**src/rtl/reg_arbiter.sv**
```systemverilog
// reg_arbiter: two-requester arbiter in front of a shared load/increment register.
//
// A winner is picked in IDLE, its op/data are captured, a single load or
// increment strobe is issued in EXEC, and the winner is acknowledged in ACK
// until it drops its request (four-phase handshake).
//
// Optional feature (macro REG_ARBITER_ROUND_ROBIN_EN):
//   defined   -> ties go to the requester not granted most recently
//                (requester 0 wins the first tie after reset)
//   undefined -> requester 0 always wins ties (fixed priority)
//
// Ports:
//   clk, rst          clock, synchronous active-high reset
//   req0/req1         access requests
//   op0/op1           requested op: 0 = load, 1 = increment
//   data0/data1       load values (captured at grant)
//   ack0/ack1         completion acknowledges
//   busy              high whenever not in IDLE
//   ctrl_load/incr    one-cycle strobes to the shared register
//   data_out          captured data driven to the shared register

module reg_arbiter #(
    parameter int unsigned DATA_WIDTH = 8
) (
    input  logic                  clk,
    input  logic                  rst,
    input  logic                  req0,
    input  logic                  req1,
    input  logic                  op0,
    input  logic                  op1,
    input  logic [DATA_WIDTH-1:0] data0,
    input  logic [DATA_WIDTH-1:0] data1,
    output logic                  ack0,
    output logic                  ack1,
    output logic                  busy,
    output logic                  ctrl_load,
    output logic                  ctrl_incr,
    output logic [DATA_WIDTH-1:0] data_out
);

    typedef enum logic [1:0] {
        IDLE = 2'd0,
        EXEC = 2'd1,
        ACK  = 2'd2
    } state_t;

    state_t state;
    logic   winner;      // requester owning the current transaction (1 = req1)
    logic   grant1_c;    // arbitration result while in IDLE
    logic   sel_op_c;
    logic   winner_req_c;
    logic [DATA_WIDTH-1:0] sel_data_c;

`ifdef REG_ARBITER_ROUND_ROBIN_EN
    logic last1;         // requester 1 was granted most recently

    // On a tie, grant the requester that did not win last time.
    assign grant1_c = req1 & (~req0 | ~last1);
`else
    // Fixed priority: requester 0 wins every tie.
    assign grant1_c = req1 & ~req0;
`endif

    assign sel_op_c     = grant1_c ? op1 : op0;
    assign sel_data_c   = grant1_c ? data1 : data0;
    assign winner_req_c = winner ? req1 : req0;

    // FSM with registered outputs; data_out doubles as the latched data register
    // and the strobe registers carry the latched op into EXEC.
    always_ff @(posedge clk) begin
        if (rst) begin
            state     <= IDLE;
            winner    <= 1'b0;
            data_out  <= '0;
            ack0      <= 1'b0;
            ack1      <= 1'b0;
            busy      <= 1'b0;
            ctrl_load <= 1'b0;
            ctrl_incr <= 1'b0;
`ifdef REG_ARBITER_ROUND_ROBIN_EN
            last1     <= 1'b1;
`endif
        end else begin
            ctrl_load <= 1'b0;
            ctrl_incr <= 1'b0;
            case (state)
                IDLE: begin
                    if (req0 | req1) begin
                        state     <= EXEC;
                        winner    <= grant1_c;
                        data_out  <= sel_data_c;
                        ctrl_load <= ~sel_op_c;
                        ctrl_incr <= sel_op_c;
                        busy      <= 1'b1;
`ifdef REG_ARBITER_ROUND_ROBIN_EN
                        last1     <= grant1_c;
`endif
                    end
                end
                EXEC: begin
                    state <= ACK;
                    ack0  <= ~winner;
                    ack1  <= winner;
                end
                ACK: begin
                    // Hold the ack until the winner releases its request.
                    if (!winner_req_c) begin
                        state <= IDLE;
                        ack0  <= 1'b0;
                        ack1  <= 1'b0;
                        busy  <= 1'b0;
                    end
                end
                default: begin
                    state <= IDLE;
                    ack0  <= 1'b0;
                    ack1  <= 1'b0;
                    busy  <= 1'b0;
                end
            endcase
        end
    end

endmodule

```
**config.mk**
```make
export PLATFORM = sky130hd
export DESIGN_NAME = reg_arbiter
export DESIGN_NICKNAME = d
export VERILOG_FILES = /design/src/rtl/reg_arbiter.sv
export SDC_FILE = /design/constraint.sdc
export NUM_CORES = 1
export LEC_CHECK = 0
export ABC_CLOCK_PERIOD_IN_PS = 1260
export CAP_MARGIN = 20
export CORE_UTILIZATION = 40
export CTS_CLUSTER_DIAMETER = 100
export DETAILED_ROUTE_END_ITERATION = 7
export PLACE_DENSITY = 0.85
export RECOVER_POWER = 25
export SETUP_SLACK_MARGIN = 0.3
export SLEW_MARGIN = 15
export SYNTH_ARGS = -nofsm -noshare
export SYNTH_HDL_FRONTEND = slang
export SYNTH_SLANG_ARGS = --single-unit
```
**constraint.sdc**
```tcl
create_clock -name clk -period 1.26 [get_ports clk]
set_input_delay 0.252 -clock clk [delete_from_list [all_inputs] [get_ports clk]]
set_output_delay 0.252 -clock clk [all_outputs]
set_load 0.01 [all_outputs]
```
==> results of run 1 <==
-- synth_stat cells (all sizes together), types with 2 or more instances --
master  count
clkbuf      3
nand2b      3
a211o       2
nor2        2
dfxtp      16
buf         5
inv         2
nand2      18
a311oi      8
a21oi      11
a31oi       2
nand3b      3
-- timing repair --
| action | 4_1_cts | 5_1_grt |
|---|---|---|
| cloned | 1 | 0 |
| pin swaps | 6 | 7 |
| resized for setup | 84 | 7 |
| endpoints found under the setup margin | 29 | 28 |
| setup buffers | 4 | 3 |
-- area by class of cell --
cell class | instances | share of cell area [%]
Sequential cell | 16 | 25.5
Tap cell | 25 | 2.33
Timing Repair Buffer | 51 | 35.2
Clock buffer | 4 | 2.71
Inverter | 2 | 0.560
Multi-Input combinational cell | 61 | 33.8
-- layer usage --
metal,share of wire [%],wire length (um),up-vias
met2,51,1140,31
met5,0,0,-
met4,3.0,66,0
met3,6.7,148,8
met1,39,869,400
li1,-,-,406
-- cells by family after synthesis --
kind of cell | Yosys count | share of synthesized area (%)
muxes | 2 | 2.70
DFF | 16 | 40.7
and+or+nand+nor | 33 | 21.0
AOI/OAI and AO/OA | 25 | 28.3
buffers and inverters | 10 | 7.31
-- state kept, by name, summed over array words and instances, names as in the netlist --
register,count
data_out,8
state,2
ack0,1
ack1,1
busy,1
ctrl_incr,1
ctrl_load,1
winner,1
-- where the power goes --
part	leakage (nW)	internal (mW)	switching [mW]	total [mW]
clock network	0.0210	0.177	0.185	0.361
registers	0.137	0.567	0.0505	0.618
logic	0.374	0.280	0.198	0.478
-- through the flow --
step / instance area [sq um] / instances / worst slack, ps / TNS, ps / hold WS (ps)
final: 1340 / 159 / 120 / 0 / 362
after global routing: 1340 / 159 / 75.9 / 0 / 353
after global placement: 1200 / 147 / -259 / -3570 / 499
after CTS: 1300 / 156 / 175 / 0 / 356
after floorplan: 823 / 86 / 141 / 0 / 340
after detailed placement: 1200 / 147 / -352 / -3940 / 508
-- final timing paths --
kind                              start                       end  slack [ps]
setup / recovery  state[1]$_SDFFE_PP0P_  data_out[0]$_SDFFE_PP0P_         120
hold / removal                     req0       winner$_SDFFE_PP0P_         360
setup reg to reg  state[1]$_SDFFE_PP0P_  data_out[0]$_SDFFE_PP0P_         120
hold reg to reg   state[1]$_SDFFE_PP0P_     state[1]$_SDFFE_PP0P_         560
-- critical path: cells and delay by family, from the launching register on --
family	cells	cell delay, ps
AOI/OAI and AO/OA	2	370
DFF	1	390
and+or+nand+nor	1	290
==> results.md, run 1 <==
- The run finished with clean final reports.
- The number of setup violations in the final report is 0.
- The wire-length estimate of the detail-placed layout is 1.49 mm.
- The worst max-slew margin expressed relative to the limit is 79.2%.
- The tree is rooted in a clkbuf_4.
- The initial core utilization is 44.1%.
- Summing the sequential cell areas from Yosys gives 40.7% of the chip area.
- The library cell used most frequently in the layout, excluding fill and tap cells, is clkdlybuf4s50_1.
- The all-layer global routing usage is 25.1%.
- The die outline width is 46.4 um.
- After global routing the overflow that remains totals 0.
- The detailed router placed 845 vias in this run.
- The total of max-cap violations is 0.
- For the worst setup path, the data required time is 1480 ps.
- Summing every instance area after synthesis gives 787 sq um.
- The sequential cell area in the final layout is 342 sq um.
- The fraction of registers with async set or reset after synthesis is 0%.
- The via count of the first global-routing pass was 851.
- The violation count after the first detailed-routing iteration is 6.
- The minimum period implied by the final worst setup slack is 1140 ps.
- The slowest library cell on the worst path is dfxtp_4.
- The number of antenna violations at the first check in global routing is 0.
- Setup repair after global routing could not meet its margin everywhere.
- The total of warnings raised by yosys is 0.
- The cell depth of the worst flop-to-flop path is 3.
- met2 is the most crowded layer.
- The floorplan has 15 rows.
- Clock tree synthesis inserted a total of 3 buffers.
- The detailed-route vias per instance is 5.31.
- The element type at the critical path start is a flop.
- For met2 alone, demand over resource in global routing was 41.7%.
- The number of hold buffers added after CTS was 0.
- The final critical path takes up 90.5% of the cycle.
- The library cells used most frequently in the layout, excluding fill and tap cells, are clkdlybuf4s50_1 (19), nand2_1 (17), buf_4 (16), buf_6 (12), a21oi_1 (9).
- The first detailed-routing pass took 4 iterations.
- The filler cells instantiated in the layout total 138.
- After the last flow step, the layout net total stands at 157.
- The later-pin clock latency in the skew report is 300 ps.
- The deepest clock path buffer count is 2.
- The power per unit of standard cell area is 1090 mW/mm^2.
- The static leakage is 0.531 nW.
- The count of state elements after synthesis is 16.
- In this run the vertical extent of the chip is 46.4 um.
- The floorplan step defined a die boundary enclosing 0.00215 sq mm.
- For the pin with the worst max-slew slack, the measured transition is 311 ps.
- The largest single stage delay on the critical path is 390 ps.
- The worst hold-check path type is in2reg.
- In this run the standard cell core region covers 0.00178 sq mm.
- After detailed routing, the average wire length per cell comes to 14.0 um.
- Once layout is complete, the utilization of the core stands at 75.2%.
- The mean instance size in the synthesized netlist is 9.15 sq um.
- The number of max-slew violations in the final report was 0.
- After clock tree synthesis, the clock-pin slew on the worst setup and hold paths is 100 ps.
- The leading register cell type out of synthesis is dfxtp_1.
- The sum of routed wire length over all layers is 2.22 mm.
- IR analysis of the VDD net gives a maximum drop of 0.846 mV.
- The worst hold path passes through 2 cells.
- For met3 alone, demand over resource in global routing was 7.84%.
- Summed over all instances, the cell type with the most area after synthesis is dfxtp_1.
- After technology mapping, the gate count stands at 86.
- The number of nets in the synthesized netlist is 108.
- TritonCTS built the clock tree.
- The share of final-layout standard cells stronger than drive strength 1 is 46.3%.
- The data arrival time of the worst path is 1360 ps.
- The proportion of netlist area held by the largest area contributor is 40.7%.
- Relative to the synthesized area, the layout overhead comes to 70.4%.
- Static timing analysis puts the maximum clock frequency at 877 MHz.
- The total inserted antenna cells is 0.
- The detail route stage leaves a number of antenna-violating nets equal to 0.
- The number of sinks on the clock net is 16.
- The worst clock skew is 1.13 ps.
- The maximum number of pins on one net before global-route repair is 10.
- In the routed design, unresolved DRC markers number 0.
- The critical path class is reg2reg.
- The final count of hold timing violations is 0.
- The count of distinct cell types in the synthesized netlist is 26.
- The critical path goes through nor2_2 -> a21oi_1 -> a311oi_2.
- The worst setup path is captured at a flop.
- The met1 track utilization from global routing is 26.9%.
- The number of port buffers is 34.
- In this run the count of I/O pins placed on the die edge is 35.
- Counting flops with a built-in enable in the synthesized netlist gives 0.
- CTS built an H-tree with a depth of 1.
- The wire length of the first global-routing pass is 3.65 mm.
- By area the synthesized netlist is led by dfxtp_1 (41%), a311oi_2 (15%), nand2_1 (8.6%).
- In this run the worst path has a maximum fanout of 8.
- The total power draw is 1.46 mW.
- The total area of multi-input combinational cells is 453 sq um.
- Routability-driven placement finished with a final weighted congestion of 0.731.
Power figures use the tool's default switching activity.
==> run 2, diff against run 1 <==
Settings changed: CTS_CLUSTER_DIAMETER 100 to unset, PLACE_DENSITY 0.85 to 0.84.
==> run 2 against run 1 <==
Compared with the run above:
- cell area grew 1.5%
- global-route usage shrank 1.6 points
- first-iteration DRC count grew 83%
- flip-flop and latch count is the same
- hold slack lost 170 ps
- via count shrank 1.3%
- clock skew is essentially flat
- clock-buffer cell count is the same
- wire length shrank 7.3%
- die area is the same
- non-clock buffer count grew 1
- cell count grew 0.63%
==> results.md, run 2 (synthesis gave the netlist of run 1 again) <==
- The sequential cell area in the final layout is 343 sq um (+0.37%).
- The overall die area was 0.00215 sq mm (unchanged).
- The net count of the finished layout is 158 (+0.64%).
- The number of sinks on the clock net was 16 (unchanged).
- The peak supply drop is 0.638 mV (-25%).
- The total area of multi-input combinational cells is 464 sq um (+2.5%).
- The number of setup violations in the final report was 0 (unchanged).
- The worst setup path is captured at a flop.
- The share of final-layout standard cells stronger than drive strength 1 came to 47.4% (+1.1 points).
- The TritonCTS clock tree is yes.
- The via count of the first global-routing pass is 808 (-5.1%).
- The data arrival time of the worst path is 1300 ps (-60 ps).
- The slew at the pin closest to its max-slew limit was 187 ps (-124 ps).
- The power per unit of standard cell area was 1060 mW/mm^2 (-2.2%).
- The worst clock skew came to 1.52 ps (+0.387 ps).
- The detailed-routing iteration count for the pre-antenna-repair pass is 4 (unchanged).
- The detailed-route vias per instance is 5.21 (-1.9%).
- The worst max-slew margin expressed relative to the limit came to 87.3% (+8.1 points).
- The number of port buffers came to 34 (unchanged).
- The required time reported for the critical path endpoint is 1480 ps (about the same).
- The number of CTS-inserted buffers is 3 (unchanged).
- The clock root buffer master is clkbuf_4.
- The die extent in y is 46.4 um (unchanged).
- The total inserted antenna cells is 0 (unchanged).
- Setup repair after global routing could not meet its margin everywhere.
- The critical path class is reg2reg.
- The die outline width is 46.4 um (unchanged).
- The minimum period implied by the final worst setup slack is 1080 ps (-64.8 ps).
- The number of fill cells in the layout is 120 (-13%).
- The utilization after layout was 76.4% (+1.1 points).
- The overall overflow remaining after global route is 0 (unchanged).
- The detailed placer's ending HPWL is 1.43 mm (-3.9%).
- The total number of vias is 834 (-1.3%).
- The wire length of the first global-routing pass is 3.51 mm (-3.8%).
- The sum of routed wire length over all layers was 2.06 mm (-7.3%).
- From synthesis to final layout, the design area changed by 73.0%.
- The cell depth of the worst flop-to-flop path is 3 (unchanged).
- The global placer's final weighted congestion is 0.749 (+2.4%).
- The flow ran to the end, and the final reports show no timing, DRC or antenna violations.
- The count of pins on the block boundary is 35 (unchanged).
- The all-layer global routing usage was 23.4% (-1.6 points).
- The remaining routing DRC violations is 0 (unchanged).
- The most common cell after layout, fill and taps aside is clkdlybuf4s50_1.
- The wire length per cell after detailed routing is 12.9 um (-7.9%).
- The maximum clock frequency is 930 MHz (+6.0%).
- The flip-flop count of the largest register, all copies and words added came to 8 (unchanged).
- The depth of the worst hold-timing path is 2 (unchanged).
- The initial core utilization is 44.1% (unchanged).
- The total of max-cap violations came to 0 (unchanged).
- The number of placed cells counting well taps is 146 (-0.68%).
- The number of cell rows is 15 (unchanged).
- Ranked by flip-flop count, first place goes to data_out.
- The count of hold buffers inserted by post-cts repair is 0 (unchanged).
- The violation count after the first detailed-routing iteration is 11 (+5).
- The number of max-slew violations in the final report is 0 (unchanged).
- The number of nets with antenna violations after detailed routing is 0 (unchanged).
- The floorplan core area is 0.00178 sq mm (unchanged).
- The deepest level of the CTS H-tree was 1 (unchanged).
- The static leakage is 0.543 nW (+2.2%).
- The final count of hold timing violations is 0 (unchanged).
- The number of antenna violations at the first check in global routing is 0 (unchanged).
- The deepest clock path buffer count is 2 (unchanged).
- The maximum number of pins on one net before global-route repair is 10 (unchanged).
- In the layout the commonest cells are clkdlybuf4s50_1 (19), nand2_1 (17), buf_4 (16), buf_6 (13), a21oi_1 (10).
- The clock transition time at the flip-flop clock pins of the worst setup and hold paths was 90 ps (about the same).
- The final critical-path share of the clock period is 85.3% (-5.1 points).
- The later-pin clock latency in the skew report came to 290 ps (about the same).
- The worst hold-check path type is in2reg.
- STA classifies the critical path startpoint as a flop.
- The biggest fanout along the worst timing path came to 6 (-2).
- The final standard cell count with taps included and fillers excluded is 160 (+0.63%).
- The largest registers in the layout are data_out: 8 flops, state: 2 flops.
[run 2: routing by layer]
| metal | track usage [%] | wire, um | share of wire, % |
|---|---|---|---|
| met1 | 27.6 | 795 | 39 |
| met5 | 0 | 0 | 0 |
| met3 | 4.71 | 129 | 6.3 |
| met2 | 39.4 | 1090 | 53 |
| met4 | 12.4 | 43 | 2.1 |
[run 2: power breakdown]
group	internal, mW	switching, mW	leakage (nW)
combinational	0.290	0.198	0.385
clock	0.176	0.167	0.0210
sequential	0.567	0.0477	0.137
[run 2: area by class of cell]
| class | count | share of cell area [%] |
|---|---|---|
| clock buffers | 4 | 2.67 |
| inverters | 2 | 0.551 |
| multi-input cells | 61 | 34.1 |
| flip-flops and latches | 16 | 25.2 |
| well taps | 25 | 2.30 |
| repair buffers | 52 | 35.2 |
[run 2: worst max-delay path: stages, from the launching register on]
cell,delay (ps)
dfxtp_4,380
buf_6,130
or3_1,340
a31oi_1,160
[run 2: timing repair]
action	in CTS	in global routing
pin swaps	4	5
buffers inserted	6	3
gates resized for setup	82	12
cloned	1	0
endpoints found under the setup margin	29	29
[run 2: metrics by stage]
| stage | cell area, sq um | power (mW) | setup TNS (ps) | hold WS [ps] | setup WS (ps) |
|---|---|---|---|---|---|
| 3_3_place_gp | 1190 | 1.01 | -3490 | 496 | -263 |
| 5_1_grt | 1360 | 1.52 | 0 | 213 | 125 |
| 4_1_cts | 1300 | 1.40 | 0 | 317 | 201 |
| 3_5_place_dp | 1190 | 1.02 | -3910 | 497 | -294 |
| 6_report | 1360 | 1.45 | 0 | 187 | 185 |
| 2_1_floorplan | 823 | 0.845 | 0 | 340 | 141 |
[run 2: final timing paths]
check                                               from                  endpoint  slack [ps]
worst max-delay path               state[0]$_SDFFE_PP0P_         ack1$_SDFFE_PP0P_         180
worst min-delay path                                req0       winner$_SDFFE_PP0P_         190
worst max register to register     state[0]$_SDFFE_PP0P_         ack1$_SDFFE_PP0P_         180
worst min register to register  data_out[7]$_SDFFE_PP0P_  data_out[7]$_SDFFE_PP0P_         560
